## config.mk

```make
export PLATFORM = sky130hd
export DESIGN_NAME = event_ingress_queue_flat
export DESIGN_NICKNAME = d
export VERILOG_FILES = /design/src/rtl/event_ingress_queue_pkg.sv /design/src/rtl/event_ingress_queue_if.sv /design/src/rtl/event_ingress_queue_sync_fifo.sv /design/src/rtl/event_ingress_queue.sv /design/src/flat_wrapper.sv
export SDC_FILE = /design/constraint.sdc
export NUM_CORES = 1
export LEC_CHECK = 0
export CAP_MARGIN = 20
export CORE_MARGIN = 4
export CORE_UTILIZATION = 51
export DETAILED_ROUTE_END_ITERATION = 12
export MAX_ROUTING_LAYER = met4
export PLACE_DENSITY = 0.72
export SLEW_MARGIN = 40
export SYNTH_ARGS = -nofsm -noshare
export SYNTH_HDL_FRONTEND = slang
export SYNTH_SLANG_ARGS = --single-unit
```

## constraint.sdc

```tcl
create_clock -name clk -period 22.7 [get_ports clk]
set_input_delay 4.54 -clock clk [delete_from_list [all_inputs] [get_ports clk]]
set_output_delay 4.54 -clock clk [all_outputs]
set_load 0.02 [all_outputs]
```

## src/rtl/event_ingress_queue_pkg.sv

```systemverilog
// Shared types and constants for the monitor event ingress queue.
// Event layout and drop counter sizing live here.
package event_ingress_pkg;

  localparam int DATA_W    = 32;
  localparam int TS_W      = 48;
  localparam int N_STREAMS = 3;
  localparam int DROP_W    = 16;

  typedef struct packed {
    logic [N_STREAMS-1:0][DATA_W-1:0] x;
    logic [N_STREAMS-1:0]             has;
    logic [TS_W-1:0]                  ts;
  } event_t;

  function automatic logic any_has(
    input logic [N_STREAMS-1:0] h
  );
    return |h;
  endfunction

endpackage

```

## src/rtl/event_ingress_queue_if.sv

```systemverilog
// Producer-side and monitor-side bundle of the event ingress queue.
// master = event producer / observer, slave = the queue.
interface event_ingress_queue_if
  import event_ingress_pkg::*;
#(
  parameter int DATA_W = 32,
  parameter int TS_W   = 48,
  parameter int LVL_W  = 4
);

  logic                     in_valid;
  logic                     in_ready;
  logic signed [DATA_W-1:0] in_x1;
  logic signed [DATA_W-1:0] in_x2;
  logic signed [DATA_W-1:0] in_x3;
  logic                     in_has1;
  logic                     in_has2;
  logic                     in_has3;

  logic signed [DATA_W-1:0] out_x1;
  logic signed [DATA_W-1:0] out_x2;
  logic signed [DATA_W-1:0] out_x3;
  logic                     out_has1;
  logic                     out_has2;
  logic                     out_has3;
  logic [TS_W-1:0]          out_ts;
  logic [LVL_W-1:0]         level;
  logic [DROP_W-1:0]        drop_cnt;

  modport master (
    output in_valid,
    output in_x1,
    output in_x2,
    output in_x3,
    output in_has1,
    output in_has2,
    output in_has3,
    input  in_ready,
    input  out_x1,
    input  out_x2,
    input  out_x3,
    input  out_has1,
    input  out_has2,
    input  out_has3,
    input  out_ts,
    input  level,
    input  drop_cnt
  );

  modport slave (
    input  in_valid,
    input  in_x1,
    input  in_x2,
    input  in_x3,
    input  in_has1,
    input  in_has2,
    input  in_has3,
    output in_ready,
    output out_x1,
    output out_x2,
    output out_x3,
    output out_has1,
    output out_has2,
    output out_has3,
    output out_ts,
    output level,
    output drop_cnt
  );

endinterface

```

## src/rtl/event_ingress_queue_sync_fifo.sv

```systemverilog
// Generic single-clock FIFO with occupancy count.
// Head entry is read combinationally; full/empty come from the level.
module sync_fifo #(
  parameter int WIDTH = 8,
  parameter int DEPTH = 8
) (
  input  logic                     clk,
  input  logic                     rst_n,
  input  logic                     i_push,
  input  logic                     i_pop,
  input  logic [WIDTH-1:0]         i_data,
  output logic [WIDTH-1:0]         o_data,
  output logic [$clog2(DEPTH):0]   o_level,
  output logic                     o_full,
  output logic                     o_empty
);

  localparam int AW = $clog2(DEPTH);
  localparam int LW = AW + 1;

  logic [WIDTH-1:0] r_mem [DEPTH];
  logic [AW-1:0]    r_wp;
  logic [AW-1:0]    r_rp;
  logic [LW-1:0]    r_lvl;
  logic             w_push;
  logic             w_pop;

  assign o_full  = (r_lvl == LW'(DEPTH));
  assign o_empty = (r_lvl == '0);
  assign w_push  = i_push & ~o_full;
  assign w_pop   = i_pop & ~o_empty;
  assign o_data  = r_mem[r_rp];
  assign o_level = r_lvl;

  always_ff @(posedge clk) begin
    if (!rst_n) begin
      r_wp  <= '0;
      r_rp  <= '0;
      r_lvl <= '0;
    end else begin
      if (w_push) r_wp <= r_wp + AW'(1);
      if (w_pop)  r_rp <= r_rp + AW'(1);
      unique case ({w_push, w_pop})
        2'b10:   r_lvl <= r_lvl + LW'(1);
        2'b01:   r_lvl <= r_lvl - LW'(1);
        default: r_lvl <= r_lvl;
      endcase
    end
  end

  // Storage is not reset; the pointers/level define what is valid.
  always_ff @(posedge clk) begin
    if (w_push) r_mem[r_wp] <= i_data;
  end

endmodule

```

## src/rtl/event_ingress_queue.sv

```systemverilog
// Timestamps bursty input events and replays them to the monitor
// as one-cycle has pulses separated by a fixed idle gap.
module event_ingress_queue
  import event_ingress_pkg::*;
#(
  parameter int DATA_W = 32,
  parameter int DEPTH  = 8,
  parameter int TS_W   = 48,
  parameter int GAP    = 4
) (
  input logic                 clk,
  input logic                 rst,
  input logic                 en,
  event_ingress_queue_if.slave bus
);

  localparam int LW = $clog2(DEPTH) + 1;
  localparam int GW = $clog2(GAP + 1);
  localparam int EW = N_STREAMS * DATA_W + N_STREAMS + TS_W;

  logic [TS_W-1:0]      r_ts_cnt;
  logic [GW-1:0]        r_gap;
  logic [DROP_W-1:0]    r_drop;
  logic [DATA_W-1:0]    r_x1;
  logic [DATA_W-1:0]    r_x2;
  logic [DATA_W-1:0]    r_x3;
  logic [N_STREAMS-1:0] r_has;
  logic [TS_W-1:0]      r_ots;

  logic [N_STREAMS-1:0] w_in_has;
  logic                 w_any;
  logic [EW-1:0]        w_wr;
  logic [EW-1:0]        w_rd;
  logic [DATA_W-1:0]    w_rd_x1;
  logic [DATA_W-1:0]    w_rd_x2;
  logic [DATA_W-1:0]    w_rd_x3;
  logic [N_STREAMS-1:0] w_rd_has;
  logic [TS_W-1:0]      w_rd_ts;
  logic [LW-1:0]        w_level;
  logic                 w_full;
  logic                 w_empty;
  logic                 w_push;
  logic                 w_pop;
  logic                 w_drop;

  assign w_in_has = {bus.in_has3, bus.in_has2, bus.in_has1};
  assign w_any    = any_has(w_in_has);
  assign w_wr     = {bus.in_x3, bus.in_x2, bus.in_x1,
                     w_in_has, r_ts_cnt};
  assign {w_rd_x3, w_rd_x2, w_rd_x1, w_rd_has, w_rd_ts} = w_rd;

  // Ready follows the registered level, so a same-cycle pop never
  // lets a full queue accept.
  assign bus.in_ready = rst & ~w_full;

  assign w_push = bus.in_valid & bus.in_ready & w_any;
  assign w_drop = bus.in_valid & w_any & w_full;
  assign w_pop  = en & ~w_empty & (r_gap == '0);

  sync_fifo #(
    .WIDTH (EW),
    .DEPTH (DEPTH)
  ) u_fifo (
    .clk     (clk),
    .rst_n   (rst),
    .i_push  (w_push),
    .i_pop   (w_pop),
    .i_data  (w_wr),
    .o_data  (w_rd),
    .o_level (w_level),
    .o_full  (w_full),
    .o_empty (w_empty)
  );

  always_ff @(posedge clk) begin
    if (!rst) begin
      r_ts_cnt <= '0;
      r_gap    <= '0;
      r_drop   <= '0;
      r_x1     <= '0;
      r_x2     <= '0;
      r_x3     <= '0;
      r_has    <= '0;
      r_ots    <= '0;
    end else begin
      if (en) r_ts_cnt <= r_ts_cnt + TS_W'(1);
      if (w_drop && r_drop != '1) r_drop <= r_drop + DROP_W'(1);
      if (w_pop) begin
        r_gap <= GW'(GAP);
        r_x1  <= w_rd_x1;
        r_x2  <= w_rd_x2;
        r_x3  <= w_rd_x3;
        r_has <= w_rd_has;
        r_ots <= w_rd_ts;
      end else begin
        r_has <= '0;
        if (en && r_gap != '0) r_gap <= r_gap - GW'(1);
      end
    end
  end

  assign bus.out_x1   = r_x1;
  assign bus.out_x2   = r_x2;
  assign bus.out_x3   = r_x3;
  assign bus.out_has1 = r_has[0];
  assign bus.out_has2 = r_has[1];
  assign bus.out_has3 = r_has[2];
  assign bus.out_ts   = r_ots;
  assign bus.level    = w_level;
  assign bus.drop_cnt = r_drop;

endmodule

```

## src/flat_wrapper.sv

```systemverilog
// flat-port wrapper written by rule: the top's interface ports become plain ports
module event_ingress_queue_flat import event_ingress_pkg::*;
#(
  parameter int DATA_W = 32,
  parameter int DEPTH  = 8,
  parameter int TS_W   = 48,
  parameter int GAP    = 4
)
  (clk, rst, en, bus_in_valid, bus_in_x1, bus_in_x2, bus_in_x3, bus_in_has1, bus_in_has2, bus_in_has3, bus_in_ready, bus_out_x1, bus_out_x2, bus_out_x3, bus_out_has1, bus_out_has2, bus_out_has3, bus_out_ts, bus_level, bus_drop_cnt);
  event_ingress_queue_if #(.DATA_W(DATA_W), .TS_W(TS_W), .LVL_W(($clog2(DEPTH) + 1))) bus_i ();
  input logic clk;
  input logic rst;
  input logic en;
  input wire logic [$bits(bus_i.in_valid)-1:0] bus_in_valid;
  input wire logic [$bits(bus_i.in_x1)-1:0] bus_in_x1;
  input wire logic [$bits(bus_i.in_x2)-1:0] bus_in_x2;
  input wire logic [$bits(bus_i.in_x3)-1:0] bus_in_x3;
  input wire logic [$bits(bus_i.in_has1)-1:0] bus_in_has1;
  input wire logic [$bits(bus_i.in_has2)-1:0] bus_in_has2;
  input wire logic [$bits(bus_i.in_has3)-1:0] bus_in_has3;
  output wire logic [$bits(bus_i.in_ready)-1:0] bus_in_ready;
  output wire logic [$bits(bus_i.out_x1)-1:0] bus_out_x1;
  output wire logic [$bits(bus_i.out_x2)-1:0] bus_out_x2;
  output wire logic [$bits(bus_i.out_x3)-1:0] bus_out_x3;
  output wire logic [$bits(bus_i.out_has1)-1:0] bus_out_has1;
  output wire logic [$bits(bus_i.out_has2)-1:0] bus_out_has2;
  output wire logic [$bits(bus_i.out_has3)-1:0] bus_out_has3;
  output wire logic [$bits(bus_i.out_ts)-1:0] bus_out_ts;
  output wire logic [$bits(bus_i.level)-1:0] bus_level;
  output wire logic [$bits(bus_i.drop_cnt)-1:0] bus_drop_cnt;
  assign bus_i.in_valid = bus_in_valid;
  assign bus_i.in_x1 = bus_in_x1;
  assign bus_i.in_x2 = bus_in_x2;
  assign bus_i.in_x3 = bus_in_x3;
  assign bus_i.in_has1 = bus_in_has1;
  assign bus_i.in_has2 = bus_in_has2;
  assign bus_i.in_has3 = bus_in_has3;
  assign bus_in_ready = bus_i.in_ready;
  assign bus_out_x1 = bus_i.out_x1;
  assign bus_out_x2 = bus_i.out_x2;
  assign bus_out_x3 = bus_i.out_x3;
  assign bus_out_has1 = bus_i.out_has1;
  assign bus_out_has2 = bus_i.out_has2;
  assign bus_out_has3 = bus_i.out_has3;
  assign bus_out_ts = bus_i.out_ts;
  assign bus_level = bus_i.level;
  assign bus_drop_cnt = bus_i.drop_cnt;
  event_ingress_queue #(.DATA_W(DATA_W), .DEPTH(DEPTH), .TS_W(TS_W), .GAP(GAP)) u_core (.clk(clk), .rst(rst), .en(en), .bus(bus_i));
endmodule
```

==> run_results.csv <==
group,metric,value,unit
power_and_ir_drop,powerDensity,102,mW/mm2
clocking,clkSinkCount,1403,
place,place_ws,11770,ps
cells_and_area,drive_above_1_share,0.190,
timing,skew,21.4,ps
drt,post_drt_wl_per_cell,24.8,um
outcome,status,"finished clean",
place,portBuffers,270,
drt,drtIter0Drc,2166,
cells_and_area,instances_no_fill,4440,
clocking,ctsLongestPathBuffers,3,
synth,yosysTopAreaCell,"edfxtp_1",
cells_and_area,finish.instance_area,0.0613,mm2
clocking,cts_buffers,138,
synth,ys.flop_type,"edfxtp_1",
cells_and_area,fin_nets,3061,
synth,ys_types,48,
critical_path,r2r_cells,8,
drt,dr.pass1.iters,6,
power_and_ir_drop,p_clk_frac,0.348,
floorplan,ios,271,
drt,antenna_left,0,
critical_path,required,18160,ps
synth,synth_edf_count,1176,
floorplan,initial_core_util,0.514,
clocking,cts_setup_buffers,0,
timing,fin_crit,10980,ps
synth,synth_nets,2750,
grt,grt_usage,0.214,
drt,vias,25800,
drt,vias_per_cell,5.82,
floorplan,rows,117,
synth,ys_warn_count,0,
grt,grt-ovfl-total,0,
power_and_ir_drop,p_seq_frac,0.480,
grt,grt_max_degree,125,
synth,synth_cells,2638,
power_and_ir_drop,switching_share,0.250,
power_and_ir_drop,p_int,4.71,mW
power_and_ir_drop,p_leak,18.8,nW
critical_path,endpoint,"bus_in_ready",
synth,avgSynthCellArea,19.8,um2
clocking,clk_pin_slew,60,ps
timing,fin_crit_sh,0.484,
job,maxCapViolations,0,
critical_path,crit_start,"rst",
critical_path,critPathLaunchType,"input pin",
critical_path,cp_data_arrival_time,6440,ps
floorplan,die_x,328,um
timing,max_freq,0.0911,GHz
timing,setup_viol,0,
critical_path,r2r_slack,18600,ps
floorplan,core,0.102,mm2
grt,grt_pass1_wl,168000,um
timing,setup_ws,11720,ps
cells_and_area,layout_commonest_cell,"edfxtp_1",
cells_and_area,syn2layout_area_growth,17.2,%
floorplan,die_height,328,um
synth,synth_top_area_share,0.675,
drt,drc_errors,0,
drt,routed_wl,110000,um
clocking,hold_buffers,0,
clocking,cts_tree,"built",
critical_path,worstSetupPathType,"input pin to primary output",
timing,final-max-slew-violation-count,0,
timing,slew_headroom,0.438,
floorplan,die-area,0.108,mm2
grt,antenna_found_initial,8,
clocking,cts_resized,0,
synth,synth_seq_area_share,0.762,
power_and_ir_drop,max-vdd-ir-drop,83.7,uV
power_and_ir_drop,combPwrFrac,0.172,
synth,synth-async-reset-ratio,0,
critical_path,reg2reg_from,"u_core.u_fifo.o_level[2]",
timing,hold_violations,0,
place,place.gp.congestion,0.746,
critical_path,r2r-end,"u_core.u_fifo.r_mem[7][63]",
cells_and_area,layout_common_cells,"edfxtp_1 (1176), mux4_2 (294), clkdlybuf4s50_1 (269)",
place,hpwlAfterDp,61200,um
synth,ys_ff_latch,1403,
timing,tns,0,ps
hold_path,hold_path.class,"flip-flop to flip-flop",
synth,ys_top_cells_by_area,"edfxtp_1 (68%), mux4_2 (13%), dfxtp_1 (8.7%)",
power_and_ir_drop,power,6.28,mW
clocking,insertion_delay,720,ps
timing,tightestPinTransition,843,ps
clocking,htreeDepth,4,
grt,grt_pass1_vias,27100,
critical_path,cp_max_fo,80,
place,place_area,0.0569,mm2
synth,synth_area,0.0523,mm2
power_and_ir_drop,power.switching,1.57,mW
cells_and_area,fillers,7174,
timing,rsz0062_at_grt,"no",
clocking,cts-root-buf,"clkbuf_16",
critical_path,crit_path_end_kind,"primary output",
place,dpl.cell_count,4176,
-- cell usage after synthesis (4+ instances only) --
master	count
nor4_1	9
dfxtp_1	227
nor4_2	6
mux4_2	294
mux2i_1	152
or4_1	8
or3_1	11
a21oi_1	163
xor2_1	20
ha_1	9
nor3_1	16
nor3b_1	4
o21ai_1	20
inv_1	15
and3_1	5
xnor2_1	30
o21ai_0	141
and4_1	5
nand4_1	19
o31ai_1	5
nand4_2	4
nand2_1	34
nand3_1	26
buf_1	18
buf_2	35
clkbuf_1	94
edfxtp_1	1176
nor2_1	62
-- metal layers --
metal,GRT usage,share of wire
met1,0.282,0.42
met2,0.342,0.49
met3,0.0471,0.067
met4,0.0551,0.019
met5,-,0
-- cell families after synthesis --
group | synth area share
AO/OA/AOI/OAI | 0.0332
XOR/XNOR | 0.00838
adder cells (fa/ha/maj) | 0.00215
buffers and inverters | 0.0128
flip-flops | 0.762
multiplexers | 0.156
AND/OR/NAND/NOR | 0.0254
-- final cells by class --
class,instances,area [um2],area share
repair buffers,319,3420,0.0557
clock buffers,188,3810,0.0621
well taps,1368,1710,0.0279
flip-flops and latches,1403,39900,0.651
inverters,17,71.3,0.00116
multi-input cells,1070,11800,0.193
clock inverters,66,564,0.00921
diodes,9,22.5,0.000368
-- power groups by stage --
| stage | clock, mW | sequential (mW) | combinational [mW] |
|---|---|---|---|
| after floorplan | 0 | 3.16 | 0.591 |
| after global placement | 0 | 3.08 | 1.04 |
| after detailed placement | 0 | 3.06 | 1.10 |
| after CTS | 2.23 | 3.01 | 1.10 |
| after global routing | 2.35 | 3.02 | 1.17 |
| final | 2.19 | 3.01 | 1.08 |
-- sequential cells by signal (all words and copies together), names as in the netlist, named ones only --
name,cells
u_core.bus.drop_cnt,16
u_core.bus.out_ts,48
u_core.bus.out_x1,32
u_core.bus.out_x2,32
u_core.bus.out_x3,32
u_core.r_gap,3
u_core.r_has,3
u_core.r_ts_cnt,48
u_core.u_fifo.o_level,4
u_core.u_fifo.r_mem,1176
u_core.u_fifo.r_rp,3
u_core.u_fifo.r_wp,3
-- worst min path at each step --
| stage | start | slack [ps] | cells past startpoint | endpoint |
|---|---|---|---|---|
| global route | u_core.u_fifo.r_rp[1] | 540 | 2 | flip-flop |
| global placement | u_core.u_fifo.r_rp[1] | 460 | 2 | flip-flop |
| finish | u_core.u_fifo.r_rp[1] | 490 | 2 | flip-flop |
| detailed placement | u_core.u_fifo.r_rp[1] | 480 | 2 | flip-flop |
| floorplan | u_core.u_fifo.r_rp[1] | 450 | 2 | flip-flop |
| CTS | u_core.u_fifo.r_rp[1] | 490 | 2 | flip-flop |
-- critical path, cell delays in order --
cell and delay [ps]:
buf_6 510, inv_2 50, buf_4 390, nor2_1 240
clkdlybuf4s50_1 640
-- per-stage QoR --
step / util / hold slack (ps)
after floorplan: - / 454
after global placement: 0.555 / 458
after detailed placement: 0.559 / 483
after CTS: 0.602 / 494
after global routing: 0.602 / 541
final: 0.602 / 492
Power figures use the tool's default switching activity.
